`config.mk`:
```
export PLATFORM = sky130hd
export DESIGN_NAME = adaptive_colour_binarise
export DESIGN_NICKNAME = d
export VERILOG_FILES = /design/src/rtl/adaptive_binarise_pkg.sv /design/src/rtl/adaptive_colour_binarise_channel_accumulator.sv /design/src/rtl/adaptive_colour_binarise.sv
export SDC_FILE = /design/constraint.sdc
export NUM_CORES = 1
export LEC_CHECK = 0
export CAP_MARGIN = 10
export CORE_UTILIZATION = 50
export DETAILED_ROUTE_END_ITERATION = 10
export PLACE_DENSITY = 0.69
export SYNTH_ARGS = -nofsm -noshare
export SYNTH_HDL_FRONTEND = slang
export SYNTH_SLANG_ARGS = --single-unit
```
`constraint.sdc`:
```
create_clock -name clk_in -period 3.7 [get_ports clk_in]
set_clock_uncertainty 0.05 [all_clocks]
set_input_delay 0.74 -clock clk_in [delete_from_list [all_inputs] [get_ports clk_in]]
set_output_delay 0.74 -clock clk_in [all_outputs]
set_load 0.02 [all_outputs]
```
`src/rtl/adaptive_binarise_pkg.sv`:
```
// Shared helpers for adaptive_colour_binarise.
// Build option: ADAPTIVE_BINARISE_HYSTERESIS_EN selects hysteresis compare.
package adaptive_binarise_pkg;

    localparam int DEF_DEPTH  = 8;
    localparam int DEF_WINDOW = 1024;

    // Power-on threshold: half of full scale.
    function automatic int unsigned midscale(input int unsigned depth);
        return 32'd1 << (depth - 1);
    endfunction

    // Counter width for a power-of-two window.
    function automatic int win_bits(input int window);
        return $clog2(window);
    endfunction

    // A full window of full-scale samples fits exactly in this width.
    function automatic int sum_width(input int depth, input int window);
        return depth + win_bits(window);
    endfunction

    // LSB position of channel c inside the packed pixel.
    function automatic int chan_lsb(input int c, input int depth);
        return c * depth;
    endfunction

    // Sum type for the default build; modules derive their own from params.
    typedef logic [sum_width(DEF_DEPTH, DEF_WINDOW)-1:0] sum_def_t;

endpackage

```
`src/rtl/adaptive_colour_binarise_channel_accumulator.sv`:
```
// One channel: window sum, threshold register and binarising compare.
// Build option: ADAPTIVE_BINARISE_HYSTERESIS_EN adds a +/-HYST hold band.
module channel_accumulator
    import adaptive_binarise_pkg::*;
#(
    parameter int COLOUR_DEPTH = 8,
    parameter int WINDOW       = 1024,
    parameter int HYST         = 4
) (
    input  logic                    clk_in,
    input  logic                    rst_in,
    input  logic                    i_sof,
    input  logic                    i_valid,
    input  logic                    i_win_end,
    input  logic [COLOUR_DEPTH-1:0] i_pix,
    output logic                    o_bin
);

    localparam int WB    = win_bits(WINDOW);
    localparam int SUM_W = sum_width(COLOUR_DEPTH, WINDOW);

    typedef logic [SUM_W-1:0]        sum_t;
    typedef logic [COLOUR_DEPTH-1:0] chan_t;

    localparam chan_t MID = chan_t'(midscale(COLOUR_DEPTH));

    if (HYST < 0 || HYST >= (1 << COLOUR_DEPTH)) begin : g_bad_hyst
        $error("HYST must be in [0, 2^COLOUR_DEPTH)");
    end

    sum_t  r_sum;
    chan_t r_thresh;
    logic  r_bin;
    sum_t  w_total;
    logic  w_bin_next;
    logic  w_unused;

    assign w_total  = r_sum + sum_t'(i_pix);
    // Fraction bits of the average are dropped.
    assign w_unused = ^w_total[WB-1:0];

    // Window sum; the closing pixel is folded into the new threshold.
    always_ff @(posedge clk_in) begin
        if (rst_in) begin
            r_sum    <= '0;
            r_thresh <= MID;
        end else if (i_sof) begin
            r_sum <= i_valid ? sum_t'(i_pix) : '0;
        end else if (i_valid) begin
            if (i_win_end) begin
                r_sum    <= '0;
                r_thresh <= w_total[SUM_W-1:WB];
            end else begin
                r_sum <= w_total;
            end
        end
    end

`ifdef ADAPTIVE_BINARISE_HYSTERESIS_EN
    localparam logic [COLOUR_DEPTH:0] MAXV   = {1'b0, {COLOUR_DEPTH{1'b1}}};
    localparam logic [COLOUR_DEPTH:0] HYST_V = (COLOUR_DEPTH + 1)'(HYST);

    logic [COLOUR_DEPTH:0] w_hi_ext;
    chan_t                 w_hi;
    chan_t                 w_lo;

    assign w_hi_ext = {1'b0, r_thresh} + HYST_V;
    assign w_hi = (w_hi_ext > MAXV) ? '1 : w_hi_ext[COLOUR_DEPTH-1:0];
    assign w_lo = ({1'b0, r_thresh} < HYST_V) ? '0
                : chan_t'({1'b0, r_thresh} - HYST_V);

    // Outside the band follow the pixel; inside it keep the last bit.
    always_comb begin
        w_bin_next = r_bin;
        if (i_pix > w_hi) begin
            w_bin_next = 1'b1;
        end else if (i_pix < w_lo) begin
            w_bin_next = 1'b0;
        end
    end
`else
    assign w_bin_next = (i_pix > r_thresh);
`endif

    // Registered decision; held while no valid pixel arrives.
    always_ff @(posedge clk_in) begin
        if (rst_in) begin
            r_bin <= 1'b0;
        end else if (i_valid) begin
            r_bin <= w_bin_next;
        end
    end

    assign o_bin = r_bin;

endmodule

```
`src/rtl/adaptive_colour_binarise.sv`:
```
// Per-channel adaptive binariser: window counter and frame control.
// Build option: ADAPTIVE_BINARISE_HYSTERESIS_EN (hysteresis compare).
module adaptive_colour_binarise
    import adaptive_binarise_pkg::*;
#(
    parameter int CHANNELS     = 3,
    parameter int COLOUR_DEPTH = 8,
    parameter int WINDOW       = 1024,
    parameter int HYST         = 4
) (
    input  logic                             clk_in,
    input  logic                             rst_in,
    input  logic                             pix_valid_in,
    input  logic                             sof_in,
    input  logic [CHANNELS*COLOUR_DEPTH-1:0] pix_in,
    output logic                             bin_valid_out,
    output logic [CHANNELS-1:0]              bin_out,
    output logic                             thresh_update_out
);

    if (WINDOW < 2 || (WINDOW & (WINDOW - 1)) != 0) begin : g_bad_window
        $error("WINDOW must be a power of two and at least 2");
    end

    localparam int WB = win_bits(WINDOW);

    typedef logic [WB-1:0] cnt_t;

    localparam cnt_t LAST = cnt_t'(WINDOW - 1);

    cnt_t                r_cnt;
    logic                r_bin_valid;
    logic                r_update;
    logic                w_win_end;
    logic [CHANNELS-1:0] w_bin;

    // Start of frame discards the window, even on its last pixel.
    assign w_win_end = pix_valid_in && !sof_in && (r_cnt == LAST);

    // Window position, output valid tag and reload pulse.
    always_ff @(posedge clk_in) begin
        if (rst_in) begin
            r_cnt       <= '0;
            r_bin_valid <= 1'b0;
            r_update    <= 1'b0;
        end else begin
            r_bin_valid <= pix_valid_in;
            r_update    <= w_win_end;
            if (sof_in) begin
                r_cnt <= pix_valid_in ? cnt_t'(1) : '0;
            end else if (pix_valid_in) begin
                r_cnt <= r_cnt + cnt_t'(1);
            end
        end
    end

    for (genvar c = 0; c < CHANNELS; c++) begin : g_ch
        channel_accumulator #(
            .COLOUR_DEPTH (COLOUR_DEPTH),
            .WINDOW       (WINDOW),
            .HYST         (HYST)
        ) u_acc (
            .clk_in    (clk_in),
            .rst_in    (rst_in),
            .i_sof     (sof_in),
            .i_valid   (pix_valid_in),
            .i_win_end (w_win_end),
            .i_pix     (pix_in[chan_lsb(c, COLOUR_DEPTH) +: COLOUR_DEPTH]),
            .o_bin     (w_bin[c])
        );
    end

    assign bin_valid_out     = r_bin_valid;
    assign bin_out           = w_bin;
    assign thresh_update_out = r_update;

endmodule

```
==> metrics.md, run 1 <==
| Metric | Value |
|---|---|
| Status | `finished clean` |
| Post-synth EDFFs | `0` |
| Drt pass-1 iters | `6` |
| RSZ-0062 raised after global routing | `no` |
| Initial antenna violation count | `0` |
| Startpoint types | `input pin` |
| Max VDD drop | `approximately 0.19 mV` |
| Worst-skew pair later-pin latency | `0.34 ns` |
| LEAKAGE | `about 2.4 nW` |
| Port bufs | `32` |
| Commonest non-fill, non-tap cell in the layout | `dfxtp_1` |
| Final worst slack | `around 0.81 ns` |
| Yosys top cell by area | `dfxtp_1` |
| Tot Pwr | `approximately 0.0024 W` |
| Cts bufs inserted | `9` |
| Area after DPL | `just over 6000 um^2` |
| Crit path arrival time | `between 3 and 4 ns` |
| Clk buf depth | `2` |
| Yosys reg bits | `93` |
| Initial Util | `0.519` |
| Slew HR | `0.529` |
| Floorplan Core Area | `about 11000 um^2` |
| Hold Violations, Final | `0` |
| Worst-path clk slew | `about 0.06 ns` |
| Asr flop ratio synth | `0` |
| Most frequently used flop master after synthesis | `dfxtp_1` |
| Syn_nets | `approximately 750` |
| CP Data Required Time | `3.91 ns` |
| Pwr/cell area | `371 nW/um^2` |
| DR vias/cell | `5.87` |
| Drt drc | `0` |
| Vias in the first global route | `about 4500` |
| Initial DRC Count | `about 380` |
| Final setup vio count | `0` |
| Warnings, synthesis | `0` |
| Cells after Synth | `around 670` |
| Worst-path fanout max | `5` |
| Kind of end point of the critical path | `flip-flop` |
| Total number of vias | `4899` |
| First-pass GRT wire length | `about 21000 um` |
| # diodes | `0` |
| Ranking of synthesized cells by area | `dfxtp_1 (33%), ha_1 (11%), xnor2_1 (5.4%), a21oi_1 (5.2%), nor2_1 (4.5%)` |
| Pre-CTS setup slack | `about 0.51 ns` |
| Hold WC Path Type | `flip-flop to flip-flop` |
| Worst-Margin Slew | `between 0.7 and 0.8 ns` |
| NumNets Final | `between 700 and 800` |
| Clock Sink Count | `93` |
| Clock root cell | `clkbuf_16` |
| Yosys top cell area share | `0.327` |
| Setup tns final | `0 ns` |
| Layout area overhead | `12.9%` |
| Final wirelength | `~13000 um` |
| WS Path Type | `input pin to flip-flop` |
| Post-layout util | `0.586` |
| MaxCap Viol Count | `0` |
| Routed WL per cell | `between 15 and 20 um` |
| Cell variety after synth | `57` |
| CTS-repair resized insts | `0` |
| Sequential fraction of the synthesis area | `0.327` |
| Core Rows | `38` |
| Commonest cells after routing, fill and taps aside | `dfxtp_1 (93), nor2_1 (68), a21oi_1 (59)` |
| Pins Over Slew Limit | `0` |
| # IOs | `33` |
| Design area | `roughly 6400 um^2` |
| RD Place Congestion | `0.854` |
| Final Cycle Share | `0.780` |
| Largest net degree at the start of global routing | `between 40 and 50` |
| Die ar. | `around 12000 um^2` |
| Period minus WS final | `around 2.9 ns` |
| H-tree Lvls | `3` |
| CTS Hold Buffers Added | `0` |
| Gr ovfl total | `0` |
| GRT Total Usage | `0.229` |
| Detail Route Antenna Nets | `0` |
| Chip height | `109 um` |
| FMAX | `between 300 and 400 MHz` |
| CTS tree | `done` |
| Mean area per synthesized cell | `about 8.5 um^2` |
| Hpwl dp | `~9500 um` |
| Post-CTS Setup Repair Bufs | `0` |
| Die X | `between 100 and 150 um` |
| Synthesized area | `5700 um^2` |
| Layout cells sized above 1 | `0.0633` |
## critical path: stages
cell and delay, ns:
clkdlybuf4s50_1 0.45, ha_1 0.25, fa_1 0.43, a211oi_1 0.35, o211ai_1 0.31, nand4_1 0.25
xnor2_1 0.10, a211oi_2 0.22
## cell families after synthesis
kind of cell	Yosys count	synth area share
adders and majority gates	52	0.118
and+or+nand+nor	196	0.180
xor gates and xnor gates	52	0.0799
DFF	93	0.327
buffers and inverters	81	0.0588
muxes	2	0.00351
AOI/OAI and AO/OA	191	0.233
## sequential cells by signal, indices dropped and copies added, names as in the netlist
signal	cells
g_ch.u_acc.r_sum	54
g_ch.u_acc.r_thresh	24
r_cnt	10
g_ch.u_acc.o_bin	3
bin_valid_out	1
thresh_update_out	1
## layout make-up
class	count	area [um^2]
inverter	50	188
multi-input combinational	493	3500
tap	140	175
fill	981	4540
timing repair buffer	43	398
clock buffer	13	270
clock inverter	3	42.5
sequential	93	1860
## synthesized netlist by cell type (all sizes together) (6+ instances only)
master  number
ha          49
nand2b      21
and3         6
o22ai        7
inv         50
a21oi       59
or3         17
o211ai       8
dfxtp       93
nand2       15
a31oi       14
a222oi      17
o21ai       23
xnor2       35
nand4       15
buf         14
xor2        17
clkbuf      17
a21o        13
nor2        69
nand3       24
nor3         8
a22oi        7
a211oi      25
## metrics by stage
| step | hold slack, ns | cells |
|---|---|---|
| 4_1_cts | 0.438 | 835 |
| 3_5_place_dp | 0.424 | 819 |
| 6_report | 0.434 | 835 |
| 2_1_floorplan | 0.397 | 667 |
| 5_1_grt | 0.460 | 835 |
| 3_3_place_gp | 0.409 | 819 |
## final timing paths
check	start	endpoint	slack, ns	depth (start not counted)
min reg2reg	g_ch[0].u_acc.o_bin	g_ch[0].u_acc.o_bin	0.43	2
max	pix_in[8]	g_ch[1].u_acc.r_thresh[4]	0.81	8
max reg2reg	r_cnt[0]	g_ch[0].u_acc.r_sum[7]	1.36	6
min	g_ch[0].u_acc.o_bin	g_ch[0].u_acc.o_bin	0.43	2
## per-layer routing
metal / GRT usage / up-vias / part of all wire
li1: - / 2482 / -
met1: 0.319 / 2312 / 0.51
met2: 0.356 / 91 / 0.44
met3: 0.0365 / 14 / 0.038
met4: 0.0820 / 0 / 0.014
met5: 0 / - / 0
## report_power, final
group / internal [W] / leakage (nW) / switching, W / total [W]
sequential: 0.00103 / 0.754 / 0.0000156 / 0.00104
clock: 0.000578 / 0.152 / 0.000389 / 0.000967
combinational: 0.000159 / 1.47 / 0.000224 / 0.000383
(Power assumes the default switching activity.)
==> run 2: changes to the inputs <==
--- a/config.mk
+++ b/config.mk
@@ -8,7 +8,7 @@
 export CAP_MARGIN = 10
 export CORE_UTILIZATION = 50
 export DETAILED_ROUTE_END_ITERATION = 10
-export PLACE_DENSITY = 0.69
+export PLACE_DENSITY = 0.71
 export SYNTH_ARGS = -nofsm -noshare
 export SYNTH_HDL_FRONTEND = slang
 export SYNTH_SLANG_ARGS = --single-unit
==> constraint.sdc (replaced) <==
create_clock -name clk_in -period 2.3 [get_ports clk_in]
set_clock_uncertainty 0.05 [all_clocks]
set_input_delay 0.46 -clock clk_in [delete_from_list [all_inputs] [get_ports clk_in]]
set_output_delay 0.46 -clock clk_in [all_outputs]
set_load 0.02 [all_outputs]
==> metrics.md, run 2 (same netlist as run 1, synthesis figures left out) <==
| Metric | Value |
|---|---|
| Status | `finished clean` |
| R2R depth | `7 (+1)` |
| Sw Ratio | `0.275 (+0.0118)` |
| LEAKAGE | `2.92 nW (+23%)` |
| H-tree Lvls | `3 (unchanged)` |
| Vias in the first global route | `5312 (+19%)` |
| Die X | `109 um (unchanged)` |
| Pre-CTS setup slack | `-0.575 ns (-1.08 ns)` |
| CP Data Required Time | `2.46 ns (-1.45 ns)` |
| DR vias/cell | `5.87 (+0.12%)` |
| WL met2 | `7380 um (+28%)` |
| Commonest non-fill, non-tap cell in the layout | `buf_4` |
| Kind of end point of the critical path | `flip-flop` |
| Drt drc | `0 (unchanged)` |
| Period minus WS final | `2.23 ns` |
| # IOs | `33 (unchanged)` |
| Initial DRC Count | `443 (+17%)` |
| Top Registers | `g_ch.u_acc.r_sum: 54 flops, g_ch.u_acc.r_thresh: 24 flops, r_cnt: 10 flops` |
| Worst-path clk slew | `0.06 ns (about the same)` |
| Hold Crit Depth | `2 (unchanged)` |
| Clock Sink Count | `93 (unchanged)` |
| Gr ovfl total | `0 (unchanged)` |
| CTS tree | `done` |
| NumNets Final | `858 (+11%)` |
| Combinational Power Share | `0.206 (+0.046)` |
| Worst-path fanout max | `6 (+1)` |
| Initial antenna violation count | `0 (unchanged)` |
| Clock root cell | `clkbuf_16` |
| Final worst slack | `0.0725 ns (-0.740 ns)` |
| CTS Hold Buffers Added | `0 (unchanged)` |
| Flop pwr share | `0.417 (-0.018)` |
| Pwr/cell area | `545 nW/um^2 (+47%)` |
| Initial Util | `0.519 (unchanged)` |
| Total number of vias | `5422 (+11%)` |
| Final Cycle Share | `0.968` |
| Die ar. | `11800 um^2 (unchanged)` |
| # diodes | `0 (unchanged)` |
| GRT Total Usage | `0.261 (+0.0325)` |
| Design area | `7410 um^2 (+15%)` |
| Hold Violations, Final | `0 (unchanged)` |
| Clock power share | `0.377 (-0.027)` |
| Max layer used | `met4` |
| Crit path arrival time | `2.39 ns (-0.71 ns)` |
| Largest Register | `g_ch.u_acc.r_sum` |
| Tot Pwr | `0.00404 W (+69%)` |
| RSZ-0062 raised after global routing | `yes` |
| Layout area overhead | `29.9%` |
| RD Place Congestion | `0.864 (+1.2%)` |
| Area after DPL | `6770 um^2 (+10%)` |
| Psw | `0.00111 W (+77%)` |
| Cts bufs inserted | `9 (unchanged)` |
| Detail Route Antenna Nets | `0 (unchanged)` |
| Largest net degree at the start of global routing | `40 (-13%)` |
| Floorplan Core Area | `11000 um^2 (unchanged)` |
| Final setup vio count | `0 (unchanged)` |
| Worst-Margin Slew | `0.553 ns (-0.154 ns)` |
| Detail Route met3 WL | `851 um (+71%)` |
| Core Rows | `38 (unchanged)` |
| Layout cells sized above 1 | `0.206 (+0.142)` |
| WS Path Type | `input pin to flip-flop` |
| Max reg flops | `54 (unchanged)` |
| Pint | `0.00293 W (+66%)` |
| Startpoint types | `input pin` |
| Max VDD drop | `0.338 mV (+80%)` |
| Drt pass-1 iters | `6 (unchanged)` |
| Hpwl dp | `10700 um (+12%)` |
| Commonest cells after routing, fill and taps aside | `buf_4 (93), dfxtp_1 (92), nor2_1 (68)` |
| FMAX | `roughly 450 MHz` |
| Final wirelength | `15200 um (+16%)` |
| Slew HR | `0.630 (+0.101)` |
| Wl on met1 | `6720 um (+0.49%)` |
| MaxCap Viol Count | `0 (unchanged)` |
| Clk buf depth | `2 (unchanged)` |
| Hold WC Path Type | `flip-flop to flip-flop` |
| Port bufs | `32 (unchanged)` |
| First-pass GRT wire length | `24300 um (+15%)` |
| Pins Over Slew Limit | `0 (unchanged)` |
| Worst-skew pair later-pin latency | `0.35 ns (about the same)` |
| Routed WL per cell | `16.5 um (+5.0%)` |
| Chip height | `109 um (unchanged)` |
## run 2: critical path, cell delays in order
cell             delay [ns]
clkdlybuf4s50_1        0.43
ha_2                   0.39
nand4_1                0.15
a211o_1                0.39
a21boi_1               0.33
nand2b_1               0.15
a31oi_1                0.08
## run 2: path summary, 6_finish.rpt
path	start	to	slack [ns]
max	pix_in[6]	g_ch[0].u_acc.r_sum[17]	0.07
min	g_ch[0].u_acc.o_bin	g_ch[0].u_acc.o_bin	0.42
max reg2reg	g_ch[0].u_acc.r_sum[0]	g_ch[0].u_acc.r_sum[10]	0.09
min reg2reg	g_ch[0].u_acc.o_bin	g_ch[0].u_acc.o_bin	0.42
## run 2: repair_timing
| action | 4_1_cts | 5_1_grt |
|---|---|---|
| endpoints found under the setup margin | 41 | 44 |
| setup buffers | 6 | 7 |
| resized for setup | 22 | 30 |
| pin swaps | 28 | 20 |
## run 2: power groups by stage
stage | clock network [W] | logic [W] | registers (W)
2_1_floorplan | 0 | 0.000422 | 0.00170
3_3_place_gp | 0 | 0.000725 | 0.00171
6_report | 0.00152 | 0.000832 | 0.00168
5_1_grt | 0.00162 | 0.000903 | 0.00169
3_5_place_dp | 0 | 0.000749 | 0.00171
4_1_cts | 0.00155 | 0.000779 | 0.00168
## run 2: per-stage QoR
stage               hold WS [ns]  cells   util  TNS [ns]
global route               0.442    923  0.674    -0.137
detailed placement         0.416    894  0.616    -24.52
floorplan                  0.397    667      -         0
CTS                        0.428    916  0.656         0
finish                     0.424    923  0.674         0
global placement           0.412    894  0.616    -21.58
## run 2: metal layers
metal	vias up	track usage
met4	0	0.107
li1	2657	-
met2	140	0.439
met5	-	0
met3	21	0.0484
met1	2604	0.328
## run 2: cell type report
cell class                      instances  area (um^2)
Inverter                               50          188
Clock inverter                          6         62.6
Tap cell                              140          175
Sequential cell                        93         1860
Multi-Input combinational cell        493         3720
Clock buffer                           10          239
Fill cell                             873         3580
Timing Repair Buffer                  131         1160
==> run 3: changes to the inputs <==
--- a/config.mk
+++ b/config.mk
@@ -8,6 +8,7 @@
 export CAP_MARGIN = 10
 export CORE_UTILIZATION = 50
 export DETAILED_ROUTE_END_ITERATION = 10
+export GPL_ROUTABILITY_DRIVEN = 0
 export PLACE_DENSITY = 0.71
 export SYNTH_ARGS = -nofsm -noshare
 export SYNTH_HDL_FRONTEND = slang
==> results of run 3 <==
No change in the layout: final DEF, timing and power equal those of run 2.
